==> src/rtl/hazard_ctrl.sv <==
// hazard_ctrl: bypass selects, load-use / MDU / debug stalls, exception flush
// and branch squash for the 5-stage core, plus a saturating stall counter.
// Stage vectors below are packed {if, id, exe, mem, wb}.
module hazard_ctrl #(
    parameter int REG_AW            = 5,
    parameter int MDU_LAT           = 4,
    parameter int CNT_W             = 16,
    parameter int BRANCH_DELAY_SLOT = 1,
    parameter int DEBUG_EN          = 1
) (
    input  logic              clk,
    input  logic              rst,
    input  logic              debug_en,
    input  logic              debug_step,
    input  logic [REG_AW-1:0] id_rs_addr,
    input  logic [REG_AW-1:0] id_rt_addr,
    input  logic              id_rs_used,
    input  logic              id_rt_used,
    input  logic              id_is_store,
    input  logic              id_is_mdu,
    input  logic              id_branch_taken,
    input  logic [REG_AW-1:0] exe_wb_addr,
    input  logic              exe_wb_wen,
    input  logic              exe_is_load,
    input  logic [REG_AW-1:0] mem_wb_addr,
    input  logic              mem_wb_wen,
    input  logic              mem_is_load,
    input  logic              exc_flush,
    output logic [1:0]        fwd_a_ctrl,
    output logic [1:0]        fwd_b_ctrl,
    output logic              fwd_m,
    output logic              if_en,
    output logic              id_en,
    output logic              exe_en,
    output logic              mem_en,
    output logic              wb_en,
    output logic              if_rst,
    output logic              id_rst,
    output logic              exe_rst,
    output logic              mem_rst,
    output logic              wb_rst,
    output logic              mdu_busy,
    output logic [CNT_W-1:0]  stall_cnt
);

    localparam int MW = (MDU_LAT > 1) ? $clog2(MDU_LAT) : 1;
    localparam logic [MW-1:0] C_LOAD = MW'(MDU_LAT - 1);
    localparam logic [0:0] S_IDLE = 1'b0;
    localparam logic [0:0] S_BUSY = 1'b1;

    logic [0:0]       r_state;
    logic [MW-1:0]    r_cnt;
    logic             r_step_prev;
    logic             r_fwd_m;
    logic [CNT_W-1:0] r_stall_cnt;

    logic [4:0] w_en, w_rst;
    logic [1:0] w_fwd_a, w_fwd_b;
    logic       w_hold, w_busy, w_load_stall, w_squash, w_store_fwd;
    logic       w_exe_ld, w_mdu_start, w_stall_evt;

    // Youngest writer wins: EXE result before MEM result; r0 is never bypassed.
    function automatic logic [1:0] f_fwd(
        input logic [REG_AW-1:0] a,
        input logic [REG_AW-1:0] ea, input logic ew,
        input logic [REG_AW-1:0] ma, input logic mw, input logic ml);
        if (a == '0)            return 2'b00;
        if (ew && ea == a)      return 2'b01;
        if (mw && ma == a)      return ml ? 2'b11 : 2'b10;
        return 2'b00;
    endfunction

    assign w_fwd_a = f_fwd(id_rs_addr, exe_wb_addr, exe_wb_wen, mem_wb_addr, mem_wb_wen, mem_is_load);
    assign w_fwd_b = f_fwd(id_rt_addr, exe_wb_addr, exe_wb_wen, mem_wb_addr, mem_wb_wen, mem_is_load);

    // A load in EXE whose data is needed by the instruction in ID.
    assign w_exe_ld     = exe_wb_wen & exe_is_load & (exe_wb_addr != '0);
    assign w_load_stall = w_exe_ld & ((id_rs_used & (id_rs_addr == exe_wb_addr)) |
                                      (id_rt_used & (id_rt_addr == exe_wb_addr) & ~id_is_store));
    // Store data can wait one cycle and pick the load result off MEM instead.
    assign w_store_fwd  = w_exe_ld & id_is_store & (id_rt_addr == exe_wb_addr);

    assign w_hold   = (DEBUG_EN != 0) & debug_en & ~(debug_step & ~r_step_prev);
    assign w_busy   = (r_state == S_BUSY);
    assign w_squash = (BRANCH_DELAY_SLOT == 0) & id_branch_taken;

    // One stage-control action per cycle, highest priority first.
    always_comb begin
        w_en  = '1;
        w_rst = '0;
        if (rst)               w_rst = '1;
        else if (exc_flush)    w_rst = 5'b11110;
        else if (w_hold)       w_en  = '0;
        else if (w_busy) begin
            w_en  = 5'b00011;
            w_rst = 5'b00010;
        end else if (w_load_stall) begin
            w_en  = 5'b00111;
            w_rst = 5'b00100;
        end else if (w_squash) w_rst = 5'b01000;
    end

    assign {if_en, id_en, exe_en, mem_en, wb_en}      = w_en;
    assign {if_rst, id_rst, exe_rst, mem_rst, wb_rst} = w_rst;
    assign fwd_a_ctrl = rst ? 2'b00 : w_fwd_a;
    assign fwd_b_ctrl = rst ? 2'b00 : w_fwd_b;
    assign fwd_m      = r_fwd_m;
    assign mdu_busy   = w_busy;
    assign stall_cnt  = r_stall_cnt;

    assign w_mdu_start = (MDU_LAT > 1) & ~w_busy & w_en[3] & ~w_rst[3] & id_is_mdu;
    assign w_stall_evt = ~exc_flush & ~w_hold & (w_busy | w_load_stall);

    // Previous step level, for rising-edge detection of debug_step.
    always_ff @(posedge clk or posedge rst) begin
        if (rst) r_step_prev <= 1'b0;
        else     r_step_prev <= debug_step;
    end

    // Store-data bypass flag follows the instruction from ID into EXE.
    always_ff @(posedge clk or posedge rst) begin
        if (rst)            r_fwd_m <= 1'b0;
        else if (exc_flush) r_fwd_m <= 1'b0;
        else if (w_en[2])   r_fwd_m <= w_store_fwd & ~w_rst[2];
    end

    // MDU hold: count down the extra EXE cycles of a multi-cycle op.
    always_ff @(posedge clk or posedge rst) begin
        if (rst) begin
            r_state <= S_IDLE;
            r_cnt   <= '0;
        end else if (exc_flush) begin
            r_state <= S_IDLE;
            r_cnt   <= '0;
        end else if (!w_hold) begin
            if (w_busy) begin
                if (r_cnt == MW'(1)) begin
                    r_state <= S_IDLE;
                    r_cnt   <= '0;
                end else begin
                    r_cnt <= r_cnt - MW'(1);
                end
            end else if (w_mdu_start) begin
                r_state <= S_BUSY;
                r_cnt   <= C_LOAD;
            end
        end
    end

    // Saturating count of cycles lost to load-use or MDU stalls.
    always_ff @(posedge clk or posedge rst) begin
        if (rst)                                   r_stall_cnt <= '0;
        else if (w_stall_evt && r_stall_cnt != '1) r_stall_cnt <= r_stall_cnt + 1'b1;
    end

endmodule

==> config.mk <==
export PLATFORM = sky130hd
export DESIGN_NAME = hazard_ctrl
export DESIGN_NICKNAME = d
export VERILOG_FILES = /design/src/rtl/hazard_ctrl.sv
export SDC_FILE = /design/constraint.sdc
export NUM_CORES = 1
export LEC_CHECK = 0
export CAP_MARGIN = 20
export CORE_MARGIN = 5
export CORE_UTILIZATION = 37
export CTS_CLUSTER_DIAMETER = 150
export DETAILED_ROUTE_END_ITERATION = 12
export PLACE_DENSITY = 0.74
export SLEW_MARGIN = 20
export SYNTH_ARGS = -nofsm -noshare
export SYNTH_HDL_FRONTEND = slang
export SYNTH_SLANG_ARGS = --single-unit
==> constraint.sdc <==
create_clock -name clk -period 2.8 [get_ports clk]
set_input_delay 0.56 -clock clk [delete_from_list [all_inputs] [get_ports clk]]
set_output_delay 0.56 -clock clk [all_outputs]
set_load 0.02 [all_outputs]
==> results of run 1 <==
==> state kept, by name, indices dropped and copies added, names as in the netlist <==
| signal | count |
|---|---|
| r_cnt | 2 |
| fwd_m | 1 |
| stall_cnt | 16 |
| r_step_prev | 1 |
| mdu_busy | 1 |
==> cell type report <==
class / count / area share (%)
timing repair buffer: 102 / 34.97
multi-input combinational: 130 / 39.89
inverter: 7 / 1.002
tap: 50 / 2.385
sequential: 21 / 20.04
clock buffer: 4 / 1.718
==> worst max-delay path, stage by stage <==
cell and delay [ps]:
clkdlybuf4s15_2 200, or4_4 440, o211ai_4 210, nor4_4 60
buf_4 150, a211oi_4 280, nand2_4 80, nand2_4 80
buf_6 110
==> metal layers <==
metal  GRT usage, %  part of all wire [%]
met5              0                     0
met4          6.522                   2.2
met3          2.937                   6.4
met2          28.43                    47
met1          22.70                    44
==> where the power goes <==
part	internal, mW	switching [mW]	total, mW
clock	0.101	0.0993	0.201
combinational	0.176	0.154	0.330
sequential	0.327	0.0382	0.365
==> kinds of logic (layout without fill, tap and decap cells) <==
group	after synthesis	in the layout	share of synthesized area, %
xor+xnor	31	31	17.35
simple gates	73	73	29.90
buf+inv	15	113	5.196
compound gates	23	23	11.67
fa+ha+maj	2	2	1.598
mux	1	1	0.7194
flops	21	21	33.57
==> worst min path at each step <==
stage | startpoint | endpoint | slack, ps | depth (start not counted)
2_1_floorplan | rst | fwd_m$_DFFE_PP0P_ | 540 | 1
3_3_place_gp | stall_cnt[13]$_DFFE_PP0P_ | stall_cnt[13]$_DFFE_PP0P_ | 480 | 1
3_5_place_dp | stall_cnt[13]$_DFFE_PP0P_ | stall_cnt[13]$_DFFE_PP0P_ | 490 | 1
4_1_cts | stall_cnt[13]$_DFFE_PP0P_ | stall_cnt[13]$_DFFE_PP0P_ | 500 | 1
5_1_grt | stall_cnt[13]$_DFFE_PP0P_ | stall_cnt[13]$_DFFE_PP0P_ | 520 | 1
6_report | stall_cnt[13]$_DFFE_PP0P_ | stall_cnt[13]$_DFFE_PP0P_ | 500 | 1
==> synth_stat cells (all sizes together) (2+ instances only) <==
| master | count | share of area (%) |
|---|---|---|
| dfrtp | 21 | 34 |
| ha | 2 | 1.6 |
| a21oi | 3 | 0.96 |
| and3 | 3 | 1.2 |
| nand4 | 2 | 0.80 |
| xnor2 | 7 | 3.9 |
| a21boi | 3 | 1.4 |
| xor2 | 24 | 13 |
| inv | 7 | 1.7 |
| nand3 | 10 | 3.2 |
| nor3 | 12 | 6.4 |
| and4 | 3 | 1.7 |
| o22ai | 2 | 0.80 |
| o21ai | 4 | 1.3 |
| nand2 | 14 | 3.4 |
| a32o | 2 | 1.3 |
| nand2b | 2 | 0.80 |
| a211oi | 3 | 2.2 |
| or2 | 2 | 0.80 |
| nor2b | 3 | 1.2 |
| buf | 8 | 3.5 |
| nor4 | 9 | 5.8 |
| nor2 | 8 | 1.9 |
==> what timing repair did <==
action | in CTS | in global routing
endpoints found under the setup margin | 9 | 9
pin swaps | 8 | 10
setup buffers | 2 | 2
resized for setup | 60 | 24
==> flow_summary_export.csv, run 1 <==
group,metric,value,unit
critical_path,cp-start-kind,"input pin",
place,dp.final_hpwl,3.555,mm
timing,setup_tns,0,ps
timing,worst_pin_slew,380.1,ps
global_routing,grt_max_degree,22,
finish,layout_common_cells,"43 x clkdlybuf4s50_1, 39 x buf_4, 23 x xor2_1",
detailed_routing,drt_iter0_markers,47,
min_path,hold_class,"register to register",
power_and_ir_drop,power.total,0.8960,mW
power_and_ir_drop,leakage,1.192,nW
detailed_routing,totalWireLength,4.669,mm
finish,layout_commonest_cell,"clkdlybuf4s50_1",
clock_tree,ctsHoldBuffers,0,
critical_path,worstPathArrival,2190,ps
finish,antenna_cells,0,
flow_run,cap_violations,0,
die,pin_count,66,
place,place_area,2484,sq um
synth,synth_seq_area_share,33.57,%
detailed_routing,vias,1584,
timing,finClkSkew,1.831,ps
critical_path,path_class,"input pin to output pin",
synth,synthArstFlopShare,100.0,%
finish,fillers,351,
detailed_routing,via_per_inst,5.045,
synth,syn_avg_cell_area,9.429,sq um
timing,holdWs,498.4,ps
outcome,status,"complete, no violations",
synth,synthFlopType,"dfrtp_1",
critical_path,end_kind,"output pin",
synth,synth_area,1565,sq um
critical_path,rr_worst_depth,6,
synth,ys_types,42,
die,core_area,4058,sq um
synth,syn_inst,166,
timing,slew_headroom,74.43,%
detailed_routing,drtAntennaViolNets,0,
finish,area_delta_synth_final,67.55,%
place,port_buffers,64,
die,die_h,75.04,um
timing,layout_setup_ws,50.76,ps
clock_tree,insertion_delay,260,ps
synth,synth_seq_cells,21,
finish,design_area,2623,sq um
place,place_ws,-733.3,ps
clock_tree,cts_inserted_buffers,3,
clock_tree,clk_path_buf_depth,2,
critical_path,crit_path_max_fanout,3,
finish,seq_area,525.5,sq um
die,rows,23,
finish,final_util,64.63,%
critical_path,required,2240,ps
die,start_util,38.58,%
place,finalWeightedCongestion,0.9325,
clock_tree,path_clk_slew,70,ps
timing,hold_violations,0,
die,die-area,5631,sq um
clock_tree,cts.htree.levels,1,
place,place_inst,306,
critical_path,rrSetupSlack,750,ps
timing,post-route-period-util,98.19,%
global_routing,antenna_found_initial,0,
global_routing,grt_pass1_vias,1650,
clock_tree,cts_num_sinks,21,
clock_tree,cts_tree,"yes",
detailed_routing,first_pass_iters,4,
finish,multi_input_area,1046,sq um
critical_path,r2r_end,"stall_cnt[14]$_DFFE_PP0P_",
critical_path,rr_startpoint,"stall_cnt[0]$_DFFE_PP0P_",
timing,min_period,2749,ps
detailed_routing,wire_per_inst,14.87,um
power_and_ir_drop,ir_drop,0.3373,mV
critical_path,crit_end,"if_en",
global_routing,grt-ovfl-total,0,
global_routing,grt_pass1_wl,7.562,mm
global_routing,grtUsageTotal,17.30,%
detailed_routing,drc,0,
timing,rsz0062_at_grt,"false",
timing,fmax,363.7,MHz
finish,nets,301,
die,dieWidth,75.04,um
power_and_ir_drop,powerDensity,341.7,nW/um^2
timing,setup_viol,0,
finish,drive_gt1_share,30.68,%
synth,syn_nets,202,
critical_path,crit_start,"exe_wb_addr[1]",
synth,yosysWarnings,0,
finish,layoutNonFillerInstCount,314,
synth,synth_edf_count,0,
clock_tree,clock-root-buffer,"clkbuf_8",
timing,maxSlewViolCount,0,
Power figures use the tool's default switching activity.
==> run 2, diff against run 1 <==
- PLACE_DENSITY: 0.74 -> 0.79
==> run 2 against run 1 <==
  * Wire length fell by 2.6%
  * Flip-flop and latch count is the same
  * First-iteration DRC count down 40%
  * Clock power is 2% lower
  * Die area is the same
  * Global-route usage fell by 0.10 points
  * Total power shrank 1.5%
  * Critical endpoint unchanged
  * Largest cell class unchanged
  * Largest power group unchanged
==> flow_summary_export.csv, run 2 (synthesized netlist as in run 1, its figures left out) <==
group,metric,value,unit
place,port_buffers,64,
clock_tree,cts_tree,"yes",
finish,fillers,341,
global_routing,grt_pass1_vias,1712,
timing,finClkSkew,2.424,ps
timing,slew_headroom,47.65,%
place,place_area,2469,sq um
timing,fmax,367.3,MHz
critical_path,worstPathArrival,2160,ps
finish,antenna_cells,0,
detailed_routing,dr_wl_met2,2.234,mm
critical_path,rr_worst_depth,6,
finish,largest_reg_flops,16,
detailed_routing,vias,1576,
critical_path,cp-start-kind,"input pin",
outcome,status,"complete, no violations",
die,die_h,75.04,um
finish,design_area,2567,sq um
timing,setup_viol,0,
die,die-area,5631,sq um
power_and_ir_drop,leakage,1.165,nW
finish,layoutNonFillerInstCount,311,
detailed_routing,drtAntennaViolNets,0,
flow_run,cap_violations,0,
global_routing,grt_max_degree,22,
clock_tree,cts_inserted_buffers,3,
die,core_area,4058,sq um
timing,maxSlewViolCount,0,
place,finalWeightedCongestion,0.9327,
detailed_routing,drc,0,
finish,nets,298,
timing,post-route-period-util,97.23,%
global_routing,grt-ovfl-total,0,
power_and_ir_drop,ir_drop,0.4202,mV
die,start_util,38.58,%
timing,worst_pin_slew,784.3,ps
timing,hold_violations,0,
clock_tree,path_clk_slew,70,ps
finish,layout_common_cells,"44 x clkdlybuf4s50_1, 37 x buf_4, 24 x xor2_1",
detailed_routing,drt-met1-wl,1.951,mm
finish,area_delta_synth_final,64.03,%
die,pin_count,66,
finish,layout_commonest_cell,"clkdlybuf4s50_1",
critical_path,path_class,"input pin to output pin",
global_routing,antenna_found_initial,0,
detailed_routing,top_layer,"met4",
die,rows,23,
min_path,holdPathStages,1,
finish,drive_gt1_share,29.12,%
finish,multi_input_area,1020,sq um
global_routing,grtUsageTotal,17.20,%
place,place_inst,304,
clock_tree,clock-root-buffer,"clkbuf_8",
critical_path,required,2240,ps
clock_tree,insertion_delay,260,ps
critical_path,end_kind,"output pin",
detailed_routing,totalWireLength,4.549,mm
clock_tree,clk_path_buf_depth,2,
detailed_routing,wire_per_inst,14.63,um
power_and_ir_drop,powerDensity,343.6,nW/um^2
min_path,hold_class,"register to register",
critical_path,crit_path_max_fanout,3,
detailed_routing,via_per_inst,5.068,
timing,min_period,2723,ps
clock_tree,cts.htree.levels,1,
detailed_routing,met3_length,297,um
detailed_routing,drt_iter0_markers,28,
die,dieWidth,75.04,um
global_routing,grt_pass1_wl,7.534,mm
detailed_routing,first_pass_iters,4,
finish,seq_area,525.5,sq um
power_and_ir_drop,power.total,0.8822,mW
place,dp.final_hpwl,3.585,mm
clock_tree,cts_num_sinks,21,
[run 2: metrics by stage]
step / hold slack, ps / setup slack [ps] / utilization (%) / TNS [ps]
5_1_grt: 523.6 / -4.088 / 63.27 / -7.156
6_report: 499.0 / 77.50 / 63.27 / 0
4_1_cts: 504.1 / 0.04063 / 63.00 / 0
3_3_place_gp: 483.7 / -675.0 / 60.84 / -4237
3_5_place_dp: 486.9 / -713.6 / 60.84 / -4755
2_1_floorplan: 536.5 / -27.07 / - / -27.07
[run 2: path summary, 6_finish.rpt]
path	from	end	slack [ps]
setup reg to reg	stall_cnt[0]$_DFFE_PP0P_	stall_cnt[14]$_DFFE_PP0P_	720
min in group asynchronous	rst	mdu_busy$_DFFE_PP0P_	1030
hold reg to reg	stall_cnt[13]$_DFFE_PP0P_	stall_cnt[13]$_DFFE_PP0P_	500
max in group asynchronous	rst	stall_cnt[10]$_DFFE_PP0P_	1280
setup / recovery	exe_wb_addr[3]	if_en	80
hold / removal	stall_cnt[13]$_DFFE_PP0P_	stall_cnt[13]$_DFFE_PP0P_	500
[run 2: layer usage]
metal | GRT usage (%) | up-vias
met2 | 31.53 | 58
met1 | 20.86 | 729
met5 | 0 | -
met3 | 2.136 | 9
li1 | - | 780
met4 | 5.138 | 0
[run 2: power breakdown]
group / total, mW / switching [mW] / internal, mW
Clock: 0.197 / 0.0957 / 0.101
Combinational: 0.318 / 0.149 / 0.169
Sequential: 0.367 / 0.0403 / 0.327
[run 2: repair_timing]
item,in CTS,in global routing
buffers inserted,2,1
resized for setup,52,17
hold endpoints to repair,0,0
hold buffers,0,0
pin swaps,9,9
setup endpoints to repair,7,10
[run 2: critical path: stages]
cell,delay [ps]
clkdlybuf4s15_2,210
or4_4,510
o211ai_4,220
nor4_4,90
a211oi_4,300
nand2_4,80
nand2_4,80
buf_6,110
[run 2: area by class of cell]
cell class	count	share of cell area, %
clock buffer	4	1.754
inverter	7	1.023
multi-input combinational	130	39.72
sequential	21	20.47
tap	50	2.437
timing repair buffer	99	34.60
==> run 3, diff against run 2 <==
==> constraint.sdc (replaced) <==
create_clock -name clk -period 2.8 [get_ports clk]
set_input_delay 0.84 -clock clk [delete_from_list [all_inputs] [get_ports clk]]
set_output_delay 0.84 -clock clk [all_outputs]
set_load 0.02 [all_outputs]
==> run 3 against run 2 <==
  * The flow now finishes with violations (setup timing)
  * Worst setup slack got worse by 480 ps
  * Global-route usage up 0.89 points
  * Flip-flop and latch count did not move
  * Total power up 5.9%
  * Cell count is 3.9% higher
  * Critical endpoint unchanged
  * Critical path type unchanged
  * Maximum frequency decreased by 15%
==> flow_summary_export.csv, run 3 (synthesized netlist as in run 1, its figures left out) <==
group,metric,value,unit
critical_path,worstPathArrival,2360,ps
outcome,status,"finished, violations left",
finish,drive_gt1_share,45.42,%
detailed_routing,wire_per_inst,15.13,um
finish,largest_reg_flops,16,
timing,holdWs,502.3,ps
clock_tree,clk_path_buf_depth,2,
finish,final_util,69.35,%
finish,layoutNonFillerInstCount,323,
finish,design_area,2814,sq um
global_routing,grt_pass1_vias,1743,
critical_path,cp_slowest_cell,"or4_4",
finish,nets,310,
detailed_routing,drt_iter0_markers,12,
die,start_util,38.58,%
timing,post-route-period-util,114.3,%
clock_tree,insertion_delay,270,ps
timing,hold_violations,0,
place,place_inst,310,
detailed_routing,via_per_inst,5.093,
timing,maxSlewViolCount,0,
detailed_routing,drc,0,
finish,layout_commonest_cell,"buf_4",
clock_tree,clock-root-buffer,"clkbuf_8",
critical_path,crit_chain,"buf_6, or4_4, o211ai_4, nor4_4, a211oi_4, nand2_4, nand2_4, buf_6",
critical_path,critPathMaxStageDelay,560,ps
critical_path,required,1960,ps
timing,fmax,312.4,MHz
clock_tree,ctsHoldBuffers,0,
power_and_ir_drop,ir_drop,0.3897,mV
die,dieWidth,75.04,um
min_path,hold_class,"register to register",
critical_path,cp-start-kind,"input pin",
critical_path,path_class,"input pin to output pin",
critical_path,rrSetupSlack,770,ps
global_routing,grtUsageTotal,18.09,%
timing,finClkSkew,8.306,ps
timing,setup_viol,6,
die,die_h,75.04,um
timing,rsz0062_at_grt,"true",
clock_tree,cts.htree.levels,1,
detailed_routing,drtAntennaViolNets,0,
clock_tree,cts_num_sinks,21,
finish,area_delta_synth_final,79.78,%
global_routing,grt_pass1_wl,7.907,mm
place,port_buffers,64,
global_routing,grt-ovfl-total,0,
global_routing,antenna_found_initial,0,
detailed_routing,vias,1645,
place,place_area,2517,sq um
detailed_routing,totalWireLength,4.888,mm
finish,multi_input_area,1121,sq um
place,finalWeightedCongestion,0.8777,
finish,antenna_cells,0,
timing,min_period,3201,ps
detailed_routing,first_pass_iters,4,
critical_path,end_kind,"output pin",
outcome,violations,"setup timing",
finish,seq_area,525.5,sq um
power_and_ir_drop,powerDensity,332.2,nW/um^2
timing,layout_setup_ws,-400.9,ps
flow_run,cap_violations,0,
finish,layout_common_cells,"35 x buf_4, 29 x clkdlybuf4s50_1, 27 x buf_6",
power_and_ir_drop,leakage,1.281,nW
die,rows,23,
timing,slew_headroom,71.27,%
timing,worst_pin_slew,429.4,ps
clock_tree,path_clk_slew,80,ps
critical_path,crit_path_max_fanout,3,
die,die-area,5631,sq um
clock_tree,cts_inserted_buffers,3,
die,pin_count,66,
place,dp.final_hpwl,3.695,mm
die,core_area,4058,sq um
global_routing,grt_max_degree,22,
finish,fillers,315,
clock_tree,cts_tree,"yes",
==> run 3: cell types whose count changed in the layout (fill, tap and decap cells not counted), sizes merged <==
cell / change
buf: +28
clkbuf: -1
clkdlybuf4s15: +5
clkdlybuf4s50: -15
clkinv: +1
dlygate4sd2: -1
dlymetal6s2s: -5
==> run 3: critical path, delay by kind of cell <==
family,cells,cell delay (ps)
compound gates,2,500
buf+inv,2,220
simple gates,4,800
==> run 3: timing repair <==
action / in CTS / in global routing
setup endpoints to repair: 32 / 13
resized for setup: 169 / 28
pin swaps: 20 / 20
buffers inserted: 6 / 7
==> run 3: area by class of cell <==
type,count,area share [%]
well taps,50,2.223
multi-input cells,130,39.84
flip-flops and latches,21,18.67
clock inverters,1,0.1779
clock buffers,3,1.467
repair buffers,111,36.68
inverters,7,0.9337
==> run 3: report_power, final <==
part           internal [mW]  switching [mW]  leakage (nW)
clock                 0.0993           0.102        0.0255
combinational          0.196           0.170         0.976
sequential             0.327          0.0401         0.280
total                  0.622           0.312          1.28
==> run 3: path summary, 6_finish.rpt <==
check,from,endpoint,depth (start not counted)
setup reg to reg,stall_cnt[0]$_DFFE_PP0P_,stall_cnt[1]$_DFFE_PP0P_,6
hold reg to reg,stall_cnt[13]$_DFFE_PP0P_,stall_cnt[13]$_DFFE_PP0P_,1
min in group asynchronous,rst,stall_cnt[7]$_DFFE_PP0P_,4
hold / removal,stall_cnt[13]$_DFFE_PP0P_,stall_cnt[13]$_DFFE_PP0P_,1
max in group asynchronous,rst,stall_cnt[2]$_DFFE_PP0P_,4
setup / recovery,exe_wb_addr[2],if_en,8
==> run 3: routing by layer <==
metal	part of all wire (%)	GRT usage [%]	vias up	routed length (um)
met5	0	0	-	0
met1	41	23.15	763	1990
li1	-	-	800	-
met3	7.5	2.270	15	366
met4	2.8	6.126	0	137
met2	49	31.33	67	2395
==> run 3: per-stage QoR <==
step / worst slack [ps] / setup TNS (ps) / total power [mW]
floorplan: -587.1 / -1273 / 0.5097
global placement: -1214 / -16000 / 0.6903
detailed placement: -1254 / -16900 / 0.6974
CTS: -392.9 / -1563 / 0.9157
global route: -464.0 / -1993 / 0.9837
finish: -400.9 / -1534 / 0.9347
